===== config.mk =====
export PLATFORM = sky130hd
export DESIGN_NAME = dmem_arbiter
export DESIGN_NICKNAME = d
export VERILOG_FILES = /design/src/rtl/dmem_arbiter.sv
export SDC_FILE = /design/constraint.sdc
export NUM_CORES = 1
export LEC_CHECK = 0
export CAP_MARGIN = 20
export CORE_AREA = 2 2 115 117
export CTS_CLUSTER_DIAMETER = 200
export CTS_CLUSTER_SIZE = 10
export DETAILED_ROUTE_END_ITERATION = 6
export DIE_AREA = 0 0 117 119
export PLACE_DENSITY = 0.8
export SLEW_MARGIN = 30
export SYNTH_ARGS = -nofsm -noshare
export SYNTH_HDL_FRONTEND = slang
export SYNTH_SLANG_ARGS = --single-unit

===== constraint.sdc =====
create_clock -name clk -period 4.95 [get_ports clk]
set_input_delay 1.485 -clock clk [delete_from_list [all_inputs] [get_ports clk]]
set_output_delay 1.485 -clock clk [all_outputs]
set_load 0.02 [all_outputs]

===== src/rtl/dmem_arbiter.sv =====
// Two-port data-memory arbiter: core (port 0) and loader/debug (port 1) share one
// single-cycle memory, with round-robin tie-breaking and a bounded burst under contention.
module dmem_arbiter #(
  parameter int ADDR_WIDTH = 32,
  parameter int WORD_WIDTH = 32,
  parameter int MAX_BURST  = 4
) (
  input  logic                  clk,
  input  logic                  rst,
  input  logic                  m0_req,
  input  logic                  m0_wr_en,
  input  logic [ADDR_WIDTH-1:0] m0_addr,
  input  logic [WORD_WIDTH-1:0] m0_wdata,
  output logic                  m0_gnt,
  output logic                  m0_rvalid,
  output logic [WORD_WIDTH-1:0] m0_rdata,
  input  logic                  m1_req,
  input  logic                  m1_wr_en,
  input  logic [ADDR_WIDTH-1:0] m1_addr,
  input  logic [WORD_WIDTH-1:0] m1_wdata,
  output logic                  m1_gnt,
  output logic                  m1_rvalid,
  output logic [WORD_WIDTH-1:0] m1_rdata,
  output logic [ADDR_WIDTH-1:0] dmem_addr,
  output logic [WORD_WIDTH-1:0] dmem_data_in,
  output logic                  dmem_wr_en,
  input  logic [WORD_WIDTH-1:0] dmem_data_out
);

  typedef enum logic [1:0] {IDLE, OWN0, OWN1} state_t;

  localparam int CW = (MAX_BURST > 1) ? $clog2(MAX_BURST) : 1;
  localparam logic [CW-1:0] LAST_BEAT = CW'(MAX_BURST - 1);

  state_t        state;
  logic          last_owner;
  logic [CW-1:0] beat_cnt;

  // NOTE: grants are gated by rst so a reset landing mid-burst can never strobe a write.
  always_comb begin
    m0_gnt       = ~rst & (state == OWN0) & m0_req;
    m1_gnt       = ~rst & (state == OWN1) & m1_req;
    dmem_addr    = '0;
    dmem_data_in = '0;
    dmem_wr_en   = 1'b0;
    if (m0_gnt) begin
      dmem_addr    = m0_addr;
      dmem_data_in = m0_wdata;
      dmem_wr_en   = m0_wr_en;
    end else if (m1_gnt) begin
      dmem_addr    = m1_addr;
      dmem_data_in = m1_wdata;
      dmem_wr_en   = m1_wr_en;
    end
  end

  // NOTE: all state uses non-blocking assignments so every register sees pre-edge values.
  always_ff @(posedge clk) begin
    if (rst) begin
      state      <= IDLE;
      last_owner <= 1'b1;
      beat_cnt   <= '0;
      m0_rvalid  <= 1'b0;
      m1_rvalid  <= 1'b0;
      m0_rdata   <= '0;
      m1_rdata   <= '0;
    end else begin
      m0_rvalid <= m0_gnt & ~m0_wr_en;
      m1_rvalid <= m1_gnt & ~m1_wr_en;
      if (m0_gnt && !m0_wr_en) m0_rdata <= dmem_data_out;
      if (m1_gnt && !m1_wr_en) m1_rdata <= dmem_data_out;

      case (state)
        IDLE: begin
          beat_cnt <= '0;
          if (m0_req && (!m1_req || last_owner)) begin
            state      <= OWN0;
            last_owner <= 1'b0;
          end else if (m1_req) begin
            state      <= OWN1;
            last_owner <= 1'b1;
          end
        end
        OWN0: begin
          if (m0_req) begin
            if (m1_req && beat_cnt == LAST_BEAT) begin
              state      <= OWN1;
              last_owner <= 1'b1;
              beat_cnt   <= '0;
            end else if (beat_cnt != LAST_BEAT) begin
              beat_cnt <= beat_cnt + CW'(1);
            end
          end else begin
            beat_cnt <= '0;
            if (m1_req) begin
              state      <= OWN1;
              last_owner <= 1'b1;
            end else begin
              state <= IDLE;
            end
          end
        end
        OWN1: begin
          if (m1_req) begin
            if (m0_req && beat_cnt == LAST_BEAT) begin
              state      <= OWN0;
              last_owner <= 1'b0;
              beat_cnt   <= '0;
            end else if (beat_cnt != LAST_BEAT) begin
              beat_cnt <= beat_cnt + CW'(1);
            end
          end else begin
            beat_cnt <= '0;
            if (m0_req) begin
              state      <= OWN0;
              last_owner <= 1'b0;
            end else begin
              state <= IDLE;
            end
          end
        end
        default: begin
          state    <= IDLE;
          beat_cnt <= '0;
        end
      endcase
    end
  end

endmodule


* Word-level counts from Yosys, hierarchy flattened *
Index checks and enable logic that the tools add are counted.

storage, ports and cells
  logic and storage cells = 67
  bits in registers = 71
  input bits = 166

cells by class
  bitwise logic cells = 9
  multiplexer cells = 29
  $add $sub $neg = 1
  eq/ne operators = 8
  reduce and logical (&&, ||, !) cells = 13

operator list
  operator                                                                  number
  32-bit 2-to-1 mux                                                         4
  2-bit 2-to-1 mux                                                          12
  1-bit 2-to-1 mux                                                          10
  1-bit bitwise AND                                                         6
  3-bit by 2-bit inequality test with 1-bit output (second input constant)  2
  3-bit inequality test (second input constant)                             2
  2-bit one-hot mux with 3 select lines                                     1
  1-bit logical AND                                                         5
  2-bit == test (second input constant)                                     2
  2-bit one-hot mux with 2 select lines                                     1
  4-bit AND reduction                                                       1
  1-bit zero test                                                           3
  1-bit NOT                                                                 3
  1-bit one-hot mux with 3 select lines                                     1
  3-bit AND reduction                                                       1
  3-bit nonzero test                                                        1
  2-bit by 1-bit adder with 2-bit output (second input constant)            1
  2-bit by 1-bit == test with 1-bit output (second input constant)          1
  2-bit zero test                                                           1
  2-bit inequality test (second input constant)                             1
  1-bit logical OR                                                          1

* Longest topological paths before layout *
Gate-level depths: netlist of the first run.

  word-level depth = 5
  mapped depth = 9

* Worst setup path before layout of the first run *
Ideal clock, no wire load.

  path type = in2out
  start = input rst
  end = output dmem_addr[0]
  buffers on the path = 2
  path slack = 0.936 ns
  cell stages on the path = 4
  arrival = 2.529 ns
  data required time = 3.465 ns
  cells stage by stage = and3b_1 buf_2 clkbuf_1 a22o_1

between the ends
  elaborated cells on any way between the ends = 7

RTL lines
  what                             RTL line  RTL
  start, declared                  9         input logic rst,
  1-bit NOT                        41        m0_gnt = ~rst & (state == OWN0) & m0_req;
  1-bit bitwise AND (2 in series)  41
  via m0_gnt                       14        output logic m0_gnt,
  32-bit 2-to-1 mux                46        if (m0_gnt) begin
  end, declared                    24        output logic [ADDR_WIDTH-1:0] dmem_addr,

The timed path passes the listed nets, and every way through them passes these cells.

* Worst setup path in the final report of the first run *
  start = input m0_req
  end = output dmem_data_in[7]

between the ends
  cells in the longest elaborated chain, start to end = 2

ends and longest elaborated chain
  what               RTL line  RTL
  start, declared    10        input logic m0_req,
  1-bit bitwise AND  41
  32-bit 2-to-1 mux  46
  end, declared      25        output logic [WORD_WIDTH-1:0] dmem_data_in,

No other way between the ends.

==> results of run 1 <==
[per-layer routing]
metal	vias to the layer above	GRT usage (%)	wire length [um]
met5	-	0	13
met4	2	8.75	507
met3	29	8.24	1480
met2	195	37.7	7950
met1	1945	27.2	6800
li1	1994	-	-
[path summary, 6_finish.rpt]
kind,end
max,dmem_data_in[7]
min,m0_rdata[13]$_SDFFE_PP0P_
max reg2reg,m0_rdata[7]$_SDFFE_PP0P_
min reg2reg,m0_rdata[13]$_SDFFE_PP0P_
[cells by family after synthesis]
group                      synth area share [%]
AOI/OAI and AO/OA                          28.3
adders and majority gates                  1.45
buffers and inverters                      6.85
DFF                                        41.2
and+or+nand+nor                            22.2
[metrics by stage]
stage                     setup TNS (ns)  hold slack, ns  setup slack, ns  util [%]
after floorplan                        0           0.449            0.936         -
after global placement            -0.572           0.452           -0.108      50.9
after detailed placement           -1.83           0.455           -0.151      50.9
after CTS                              0           0.468          0.00113      53.3
after global routing                   0           0.487         0.000421      53.6
final                                  0           0.464           0.0465      53.6
[power groups by stage]
stage                     clock (mW)  sequential, mW  combinational (mW)
after floorplan                    0           0.696               0.328
after global placement             0           0.655               0.750
after detailed placement           0           0.659               0.768
after CTS                      0.671           0.648               0.758
after global routing           0.696           0.653               0.803
final                          0.655           0.649               0.752
[cells in the mapped netlist (3+ instances only)]
cell / number / area [um2]
sky130_fd_sc_hd__nand2b_1: 66 / 413
sky130_fd_sc_hd__nor2_1: 7 / 26.3
sky130_fd_sc_hd__ha_1: 4 / 50.1
sky130_fd_sc_hd__dfxtp_1: 71 / 1420
sky130_fd_sc_hd__clkbuf_1: 11 / 41.3
sky130_fd_sc_hd__buf_2: 14 / 70.1
sky130_fd_sc_hd__inv_1: 4 / 15.0
sky130_fd_sc_hd__o21ai_0: 51 / 255
sky130_fd_sc_hd__o21ai_1: 13 / 65.1
sky130_fd_sc_hd__buf_6: 6 / 67.6
sky130_fd_sc_hd__a22o_1: 65 / 569
sky130_fd_sc_hd__a21oi_1: 3 / 15.0
sky130_fd_sc_hd__nand2_1: 66 / 248
sky130_fd_sc_hd__buf_4: 5 / 37.5
[final cells by class]
type                    instances  share of cell area (%)
diodes                          1                  0.0362
flip-flops and latches         71                    20.6
clock buffers                  11                    3.66
inverters                       4                   0.217
repair buffers                310                    45.3
clock inverters                 5                   0.816
multi-input cells             295                    26.2
well taps                     176                    3.19
[state kept, by name, summed over array words and instances (netlist names)]
name,flops
beat_cnt,2
last_owner,1
m0_rdata,32
m0_rvalid,1
m1_rdata,32
m1_rvalid,1
state,2
[what timing repair did]
| item | CTS | global route |
|---|---|---|
| gates cloned | 1 | 0 |
| resized for setup | 33 | 18 |
| setup buffers | 1 | 0 |
| pin swaps | 1 | 0 |
| endpoints found under the setup margin | 54 | 18 |
[worst reg2reg max path: cells and delay by family, from the launching register on]
kind	cells	cell delay (ns)
and+or+nand+nor	2	1.04
buffers and inverters	3	0.71
DFF	1	0.33
adders and majority gates	1	0.21
AOI/OAI and AO/OA	1	0.12
==> summary.md, run 1 <==
| Metric | Value |
|---|---|
| Sequential power share | between 30% and 40% |
| Wire length of the first global-routing pass | 23.9 mm |
| Worst Setup Start Kind | input port |
| Synth Flop Type | sky130_fd_sc_hd__dfxtp_1 |
| Setup violations, final | 0 |
| Combined flip-flop and latch cell area | about 1400 um2 |
| Fraction of final layout cells with drive strength greater than 1 | about 5.7% |
| Hold violation total from the final report | 0 |
| Top Family by Delay on Critical Path | buffers and inverters |
| Htree depth | 3 |
| Post-route cell area | 6900 um2 |
| PnR Total Power | 2.06 mW |
| Length of the first detailed-routing pass in iterations | 4 |
| Reg2Reg Depth | 7 |
| Setup repair after global routing missed its margin | no |
| Worst setup EP type | output port |
| Nets@finish | 861 |
| Peak supply drop | ~250 uV |
| Top cell by count, worst path | sky130_fd_sc_hd__clkdlybuf4s50_1 |
| Highest-count cells in the layout ignoring fill and taps | sky130_fd_sc_hd__clkdlybuf4s50_1 (241), sky130_fd_sc_hd__dfxtp_1 (71), sky130_fd_sc_hd__nand2_1 (66), sky130_fd_sc_hd__nand2b_1 (66), sky130_fd_sc_hd__a22o_1 (65) |
| Cell-by-cell listing of the critical path | clkdlybuf4s50_1 > and3b_2 > nor3_4 > buf_12 > a22o_1 > clkdlybuf4s50_1 |
| Net count after synthesis | 577 |
| Startpoint of the lowest-slack hold path | m0_rdata[13]$_SDFFE_PP0P_ |
| Antenna Violating Nets Remaining | 0 |
| Area growth, synth to finish | 99.9% |
| NetSw | roughly 630 uW |
| Cell Count Post-Placement | between 800 and 900 |
| Inserted Clock Buffers | 9 |
| Die Y-Extent | between 100 and 150 um |
| TritonCTS clock tree | yes |
| Number of DRC violations after detailed-routing iteration 0 | 166 |
| Count of maximum capacitance violations | 0 |
| Clock Latency Late Sink | 0.33 ns |
| Relative contribution of combinational cells to total power | a little over a third |
| Critical-path top delay cell | sky130_fd_sc_hd__clkdlybuf4s50_1 |
| Slew at the pin with the worst max-slew slack | 0.786 ns |
| Sw frac | 30.9% |
| Final worst clock skew | 0.00269 ns |
| Synth Register Bits | approximately 70 |
| Critical R2R Launch | state[1]$_SDFFE_PP0P_ |
| Commonest non-fill, non-tap cell in the layout | sky130_fd_sc_hd__clkdlybuf4s50_1 |
| Maximum buffer depth of the clock tree | 2 |
| CP Max Fanout | 30 |
| Clock input transition at the sequential cells of the worst setup and hold paths | about 0.060 ns |
| Time the worst path needs with I/O delays and setup | between 4 and 5 ns |
| Syn avg cell area | between 8 and 9 um2 |
| Worst Path Arrival | between 3 and 4 ns |
| Cell count after synthesis | between 400 and 500 |
| Number of distinct library cell variants in the gate-level netlist after synthesis | 31 |
| Max incr delay on CP | 0.60 ns |
| Rows | between 40 and 50 |
| Asr flop ratio synth | 0% |
| Final routed DRC violation total | 0 |
| Internal Power | approximately 1.4 mW |
| Run status | completed |
| Core Box Area | between 10000 and 15000 um2 |
| Number of hold-repair buffers added at the cts stage | 0 |
| Power per cell area | a little under 300 nW/um2 |
| Pin count of the biggest net entering global routing | 73 |
| Detailed-route wire length per cell | 19.2 um |
| Hold Path Depth | 2 |
| Path class of the lowest-slack min-delay path | reg2reg |
| Area of the mapped netlist | roughly 3500 um2 |
| Static leakage power | slightly below 3 nW |
| Top-Level Pins | approximately 300 |
| Filler-free cell count of the finished design | about 870 |
| Area of the die | between 10000 and 15000 um2 |
| Initial cell density of the core | 26.8% |
| Antenna violations before repair | 2 |
| CTS sink count | between 70 and 80 |
| Number of buffers inserted by port buffering | between 200 and 300 |
| Overall via count from detail_route | approximately 4200 |
| Number of enable-type register cells in the synthesized netlist | 0 |
| Fraction of the yosys area taken by sequential cells | about two fifths |
| Total routed wirelength | around 17 mm |
| Category of the critical setup timing path | in2out |
| Critical path buffers and inverters | 3 |
| Width of the chip | 117 um |
| Cell area after placement | around 6600 um2 |
| YS warnings | 0 |
| Root buffer selected by CTS | sky130_fd_sc_hd__clkbuf_16 |
| Fmax achieved | approximately 0.20 GHz |
| Clock network fraction of total power | between 30% and 40% |
| Vias in the first global route | about 4100 |
| Final slew viol count | 0 |
| Global Route Usage Sum | 23.0% |
| Routability Congestion | roughly 0.86 |
| Critical path data required time | approximately 3.5 ns |
| Startpoint of the most critical setup path | m0_req |
| Fin crit share | between 90% and 100% |
| Max_slew headroom | between 40% and 50% |
| Area of combinational cells with multiple inputs | approximately 1800 um2 |
| Fillers | approximately 1200 |
| Logic depth of the worst path, buffers included | 6 |
| Vias per cell | about 4.8 |
| R2r setup slk | 2.42 ns |
| Estimated wirelength of the detail-placed design | roughly 13 mm |
| Residual overflow from global routing | 0 |
Power figures use the tool's default switching activity.
==> inputs of run 2 (changes only) <==
--- a/config.mk
+++ b/config.mk
@@ -8,7 +8,7 @@
 export CAP_MARGIN = 20
 export CORE_AREA = 2 2 115 117
 export CTS_CLUSTER_DIAMETER = 200
-export CTS_CLUSTER_SIZE = 10
+export CTS_CLUSTER_SIZE = 12
 export DETAILED_ROUTE_END_ITERATION = 6
 export DIE_AREA = 0 0 117 119
 export PLACE_DENSITY = 0.8
==> results of run 2 <==
The final DEF is identical to that of run 1; final timing and power are the same.
